<file path="src/rtl/stage_if_prefetch_pkg.sv">
// Shared types for the RV32I fetch stage: bus widths, fetch FSM encodings and default reset PC.
package stage_if_prefetch_pkg;

  localparam int MEM_ADDR_W = 32;
  localparam int INST_W     = 32;

  typedef logic [MEM_ADDR_W-1:0] mem_addr_t;
  typedef logic [INST_W-1:0]     inst_t;

  localparam mem_addr_t DEFAULT_RESET_PC = '0;

  typedef enum logic [1:0] {
    IF_IDLE  = 2'd0,
    IF_WAIT  = 2'd1,
    IF_DRAIN = 2'd2
  } if_state_t;

endpackage

</file>
<file path="src/rtl/stage_if_prefetch_fifo.sv">
// Synchronous prefetch FIFO with flush; the head entry is exposed combinationally.
module stage_if_prefetch_fifo
  import stage_if_prefetch_pkg::*;
#(
  parameter int DEPTH = 4,
  parameter int WIDTH = 64
) (
  input  logic                     clk,
  input  logic                     reset,
  input  logic                     push,
  input  logic [WIDTH-1:0]         push_data,
  input  logic                     pop,
  input  logic                     flush,
  output logic [WIDTH-1:0]         head_data,
  output logic                     full,
  output logic                     empty,
  output logic [$clog2(DEPTH):0]   count
);

  localparam int PW = $clog2(DEPTH);

  logic [WIDTH-1:0] mem_reg [DEPTH];
  logic [PW-1:0]    head_reg, tail_reg;
  logic [PW:0]      count_reg, count_next;
  logic [DEPTH-1:0] wr_en;
  logic             do_push, do_pop;

  // Flush wins over push and pop so a redirect never leaves a stale entry behind.
  assign do_push = push && !full && !flush;
  assign do_pop  = pop && !empty && !flush;

  generate
    for (genvar gi = 0; gi < DEPTH; gi++) begin : g_wr_en
      assign wr_en[gi] = do_push && (tail_reg == PW'(gi));
    end
  endgenerate

  always_ff @(posedge clk) begin
    for (int i = 0; i < DEPTH; i++) begin
      if (wr_en[i]) mem_reg[i] <= push_data;
    end
  end

  always_comb begin
    count_next = count_reg;
    case ({do_push, do_pop})
      2'b10:   count_next = count_reg + 1'b1;
      2'b01:   count_next = count_reg - 1'b1;
      default: count_next = count_reg;
    endcase
  end

  always_ff @(posedge clk) begin
    if (reset || flush) begin
      head_reg  <= '0;
      tail_reg  <= '0;
      count_reg <= '0;
    end else begin
      if (do_push) tail_reg <= tail_reg + 1'b1;
      if (do_pop)  head_reg <= head_reg + 1'b1;
      count_reg <= count_next;
    end
  end

  assign head_data = mem_reg[head_reg];
  assign count     = count_reg;
  assign empty     = (count_reg == '0);
  assign full      = (count_reg == (PW+1)'(DEPTH));

endmodule

</file>
<file path="src/rtl/stage_if_prefetch.sv">
// RV32I instruction fetch stage: owns the fetch PC and keeps a small queue of prefetched words.
module stage_if_prefetch
  import stage_if_prefetch_pkg::*;
#(
  parameter int                    ADDR_WIDTH = MEM_ADDR_W,
  parameter int                    INST_WIDTH = INST_W,
  parameter int                    DEPTH      = 4,
  parameter logic [ADDR_WIDTH-1:0] RESET_PC   = ADDR_WIDTH'(DEFAULT_RESET_PC),
  parameter int                    PC_STEP    = 4
) (
  input  logic                  clk,
  input  logic                  reset,
  input  logic                  stall_in,
  input  logic                  br,
  input  logic [ADDR_WIDTH-1:0] br_addr,
  input  logic                  ram_busy,
  output logic                  ram_read,
  output logic [ADDR_WIDTH-1:0] ram_addr_o,
  input  logic                  ram_ready,
  input  logic [ADDR_WIDTH-1:0] ram_addr_i,
  input  logic [INST_WIDTH-1:0] ram_data_i,
  output logic                  stall_if,
  output logic [ADDR_WIDTH-1:0] pc_o,
  output logic [INST_WIDTH-1:0] inst_o
);

  localparam int CNT_W   = $clog2(DEPTH) + 1;
  localparam int ENTRY_W = ADDR_WIDTH + INST_WIDTH;

  if_state_t             state_reg;
  logic [ADDR_WIDTH-1:0] fetch_pc_reg, req_addr_reg;
  logic                  fifo_push, fifo_pop, fifo_full, fifo_empty, resp_match;
  logic [CNT_W-1:0]      fifo_count;
  logic [ENTRY_W-1:0]    head_entry;

  assign ram_read   = !reset && (state_reg == IF_IDLE) && (fifo_count < CNT_W'(DEPTH)) && !br;
  assign ram_addr_o = ram_read ? fetch_pc_reg : '0;
  assign resp_match = ram_ready && (ram_addr_i == req_addr_reg);
  assign fifo_push  = (state_reg == IF_WAIT) && resp_match && !br;

  assign stall_if = fifo_empty || br;
  assign fifo_pop = !stall_if && !stall_in;
  assign pc_o     = stall_if ? '0 : head_entry[ENTRY_W-1:INST_WIDTH];
  assign inst_o   = stall_if ? '0 : head_entry[INST_WIDTH-1:0];

  stage_if_prefetch_fifo #(
    .DEPTH (DEPTH),
    .WIDTH (ENTRY_W)
  ) u_fifo (
    .clk       (clk),
    .reset     (reset),
    .push      (fifo_push),
    .push_data ({req_addr_reg, ram_data_i}),
    .pop       (fifo_pop),
    .flush     (br),
    .head_data (head_entry),
    .full      (fifo_full),
    .empty     (fifo_empty),
    .count     (fifo_count)
  );

  always_ff @(posedge clk) begin
    if (reset) begin
      state_reg    <= IF_IDLE;
      fetch_pc_reg <= RESET_PC;
      req_addr_reg <= '0;
    end else if (br) begin
      fetch_pc_reg <= br_addr;
      // A response landing in the redirect cycle is the stale one, so nothing is left to drain.
      case (state_reg)
        IF_WAIT, IF_DRAIN: state_reg <= ram_ready ? IF_IDLE : IF_DRAIN;
        default:           state_reg <= IF_IDLE;
      endcase
    end else begin
      case (state_reg)
        IF_IDLE: begin
          if (ram_read && !ram_busy) begin
            req_addr_reg <= fetch_pc_reg;
            state_reg    <= IF_WAIT;
          end
        end
        IF_WAIT: begin
          if (resp_match) begin
            fetch_pc_reg <= fetch_pc_reg + ADDR_WIDTH'(PC_STEP);
            state_reg    <= IF_IDLE;
          end
        end
        IF_DRAIN: begin
          if (ram_ready) state_reg <= IF_IDLE;
        end
        default: state_reg <= IF_IDLE;
      endcase
    end
  end

  // Issue is gated on free space and only one request is ever in flight.
  always_ff @(posedge clk) begin
    if (!reset) begin
      assert (!(fifo_push && fifo_full));
    end
  end

endmodule

</file>
<file path="config.mk">
export PLATFORM = sky130hd
export DESIGN_NAME = stage_if_prefetch
export DESIGN_NICKNAME = d
export VERILOG_FILES = /design/src/rtl/stage_if_prefetch_pkg.sv /design/src/rtl/stage_if_prefetch_fifo.sv /design/src/rtl/stage_if_prefetch.sv
export SDC_FILE = /design/constraint.sdc
export NUM_CORES = 1
export LEC_CHECK = 0
export CELL_PAD_IN_SITES_DETAIL_PLACEMENT = 1
export CELL_PAD_IN_SITES_GLOBAL_PLACEMENT = 2
export CORE_MARGIN = 10
export CORE_UTILIZATION = 25
export DETAILED_ROUTE_END_ITERATION = 16
export PLACE_DENSITY_LB_ADDON = 0.1
export SYNTH_ARGS = -nofsm -noshare
export SYNTH_HDL_FRONTEND = slang
export SYNTH_SLANG_ARGS = --single-unit
</file>
<file path="constraint.sdc">
create_clock -name clk -period 7.4 [get_ports clk]
set_input_delay 0.74 -clock clk [delete_from_list [all_inputs] [get_ports clk]]
set_output_delay 0.74 -clock clk [all_outputs]
set_load 0.05 [all_outputs]
</file>
==> impl_metrics.csv <==
group,metric,value,unit
timing,setup_ws,2.65,ns
yosys,synth_fp_nets,1067,
global_routing,antenna_found_initial,5,
placed_design,io_buffers,199,
job,maxCapViolations,0,
pwr,vdd_drop_max,0.137,mV
timing,hold_ws,0.499,ns
timing,worstMarginPinSlew,1.13,ns
finish,syn_to_final_growth,30.3,%
hold_path,worstHoldEndpoint,"state_reg[1]$_SDFFE_PP0P_",
global_routing,grt_pass1_wl,64600,µm
finish,drive_gt1_frac,0.129,
yosys,yosysMostFrequentCell,"edfxtp_1",
timing,period_minus_slack,4.75,ns
worst_setup_path,required,6.66,ns
timing,max_slew_margin,0.247,
worst_setup_path,r2r-start,"req_addr_reg[19]$_SDFFE_PP0P_",
cts,clock_path_buffers,3,
worst_setup_path,endpoint_kind,"primary output",
cts,path_clk_slew,0.06,ns
floorplanning,core,55100,µm²
timing,finalHoldViolCount,0,
timing,fmax,211,MHz
yosys,synth_top_area_frac,0.552,
yosys,synth_seq_cells,331,
pwr,power.density,230,nW/µm²
yosys,syn_area,13900,µm²
global_routing,grt_use_total,0.130,
worst_setup_path,r2r-end,"u_fifo.mem_reg[0][4]$_DFFE_PP_",
worst_setup_path,path_buf_inv,6,
global_routing,grt_max_degree,67,
floorplanning,start_util,0.253,
pwr,cellLeakagePower,5.71,nW
worst_setup_path,worstPathMaxFanout,66,
cts,postCtsSetupRepairBufs,0,
placed_design,gp_congestion,0.718,
floorplanning,die_w,256,µm
drt,ant_nets,0,
finish,finalNetCount,1274,
worst_setup_path,crit_slowest_cell,"clkdlybuf4s50_1",
worst_setup_path,critPathMaxStageDelay,0.94,ns
timing,period_share,0.642,
yosys,yosysUniqueCellTypes,55,
timing,skew,0.0133,ns
finish,stdcell_area,18100,µm²
yosys,synth_ff_type,"edfxtp_1",
hold_path,worstHoldStart,"state_reg[1]$_SDFFE_PP0P_",
yosys,synthCells,955,
drt,wl_per_cell,22.2,µm
floorplanning,die_h,256,µm
cts,cts_buffers,40,
global_routing,grt_overflow_total,0,
worst_setup_path,path_cells,"clkdlybuf4s50_1 > buf_4 > clkinv_1 > buf_4 > o31ai_4 > buf_4 > clkdlybuf4s50_1",
worst_setup_path,path_depth,7,
hold_path,min_delay_path_depth,2,
timing,finalSetupTns,0,ns
timing,drv_slew,0,
finish,post-route-util,0.329,
drt,drc,0,
yosys,synth_commonest_cells,"edfxtp_1, nand2_1, dfxtp_1, nor2b_1, mux4_2",
drt,wirelength,43100,µm
finish,largest_reg_flops,256,
cts,cts_tree,"done",
worst_setup_path,r2r_slack,2.85,ns
yosys,synth-edff-count,256,
cts,cts_resized,0,
cts,cts-root-buf,"clkbuf_16",
placed_design,postPlaceCellArea,16800,µm²
global_routing,grt_pass1_vias,9577,
cts,htreeDepth,2,
cts,clock_sinks,331,
yosys,ys_async_sr_fraction,0,
worst_setup_path,cpMostUsedCell,"buf_4",
placed_design,hpwl,29700,µm
yosys,postSynthAreaPerCell,14.6,µm²
placed_design,pre_cts_ws,1.97,ns
timing,rsz0062_at_grt,"false",
hold_path,hold_path.class,"register to register",
floorplanning,ioPinCount,200,
floorplanning,num_rows,86,
worst_setup_path,path_class,"input pin to primary output",
worst_setup_path,startpoint_type,"input pin",
worst_setup_path,crit_arrival,4.01,ns
worst_setup_path,worstRegToRegCells,6,
cts,clock_latency,0.55,ns
cts,postCtsHoldBufs,0,
outcome,status,"completed",
floorplanning,dieArea,65500,µm²
timing,finalSetupViolCount,0,
worst_setup_path,crit_family,"buffers and inverters",
drt,drtIter0Drc,427,
yosys,ys_warn_count,0,
drt,vias,8710,
yosys,ys_seq_area_frac,0.660,
yosys,synth_area_leaders,"edfxtp_1, dfxtp_1, mux4_2, nor2b_1, nand2_1",
drt,routed_via_density,4.48,
drt,firstDrtPassIters,5,
yosys,synth_top_area_cell,"edfxtp_1",
## per-layer routing
metal  global-route usage  share of wire  up-vias
li1                     -              -     4053
met1                0.163           0.45     4442
met2                0.219           0.49      170
met3               0.0329          0.049       43
met4               0.0312          0.018        2
met5                    0        0.00019        -
## placed cells by master (no fill, tap or decap), drive strengths merged, types with 11 or more instances in the layout
| master | netlist | layout |
|---|---|---|
| edfxtp | 256 | 256 |
| clkdlybuf4s50 | 0 | 198 |
| nand2 | 88 | 88 |
| dfxtp | 75 | 75 |
| nor2b | 66 | 66 |
| mux4 | 64 | 64 |
| clkbuf | 44 | 47 |
| nor2 | 39 | 39 |
| a21oi | 36 | 36 |
| xnor2 | 33 | 33 |
| and2 | 33 | 33 |
| inv | 25 | 27 |
| nand4 | 22 | 22 |
| clkinv | 1 | 20 |
| buf | 7 | 18 |
| nand3 | 14 | 14 |
| nor4 | 14 | 14 |
| a311oi | 13 | 13 |
| or4 | 11 | 11 |
| o31ai | 11 | 11 |
## worst min-delay path, cell delays in order, from the launching register on
cell and delay [ns]:
dfxtp_1 0.32, nand2_1 0.06, a221oi_1 0.06
## cells by family (layout without fill, tap and decap cells)
kind of cell | Yosys count | in the layout | share of synthesized area
compound gates | 99 | 99 | 0.0477
xor+xnor | 37 | 37 | 0.0233
fa+ha+maj | 10 | 10 | 0.00953
buf+inv | 77 | 316 | 0.0209
flops | 331 | 331 | 0.660
mux | 73 | 73 | 0.110
other cells | 0 | 2 | 0
simple gates | 328 | 328 | 0.128
## how the worst max path moves through the flow
stage	startpoint	endpoint
CTS	br	stall_if
floorplan	ram_addr_i[2]	u_fifo.mem_reg[0][0]$_DFFE_PP_
finish	br	stall_if
detailed placement	ram_addr_i[19]	u_fifo.mem_reg[0][3]$_DFFE_PP_
global placement	ram_addr_i[19]	u_fifo.mem_reg[2][61]$_DFFE_PP_
global route	br	stall_if
## per-stage QoR
step,power [W],cells
floorplan,0.00215,955
global placement,0.00227,1868
detailed placement,0.00228,1868
CTS,0.00425,1942
global route,0.00433,1943
finish,0.00416,1944
## layout make-up
type	instances	area (µm²)
Inverter	26	97.6
Tap cell	748	936
Timing Repair Buffer	216	2110
Clock buffer	47	1050
Fill cell	5808	37000
Sequential cell	331	9200
Clock inverter	27	238
Multi-Input combinational cell	547	4490
Antenna cell	2	5.00
## power breakdown
part | switching, W | internal, W | leakage [nW]
logic | 0.000103 | 0.0000888 | 2.04
clock network | 0.000777 | 0.00115 | 0.627
registers | 0.0000325 | 0.00201 | 3.04
No activity file was read; power rests on OpenSTA's default activity.
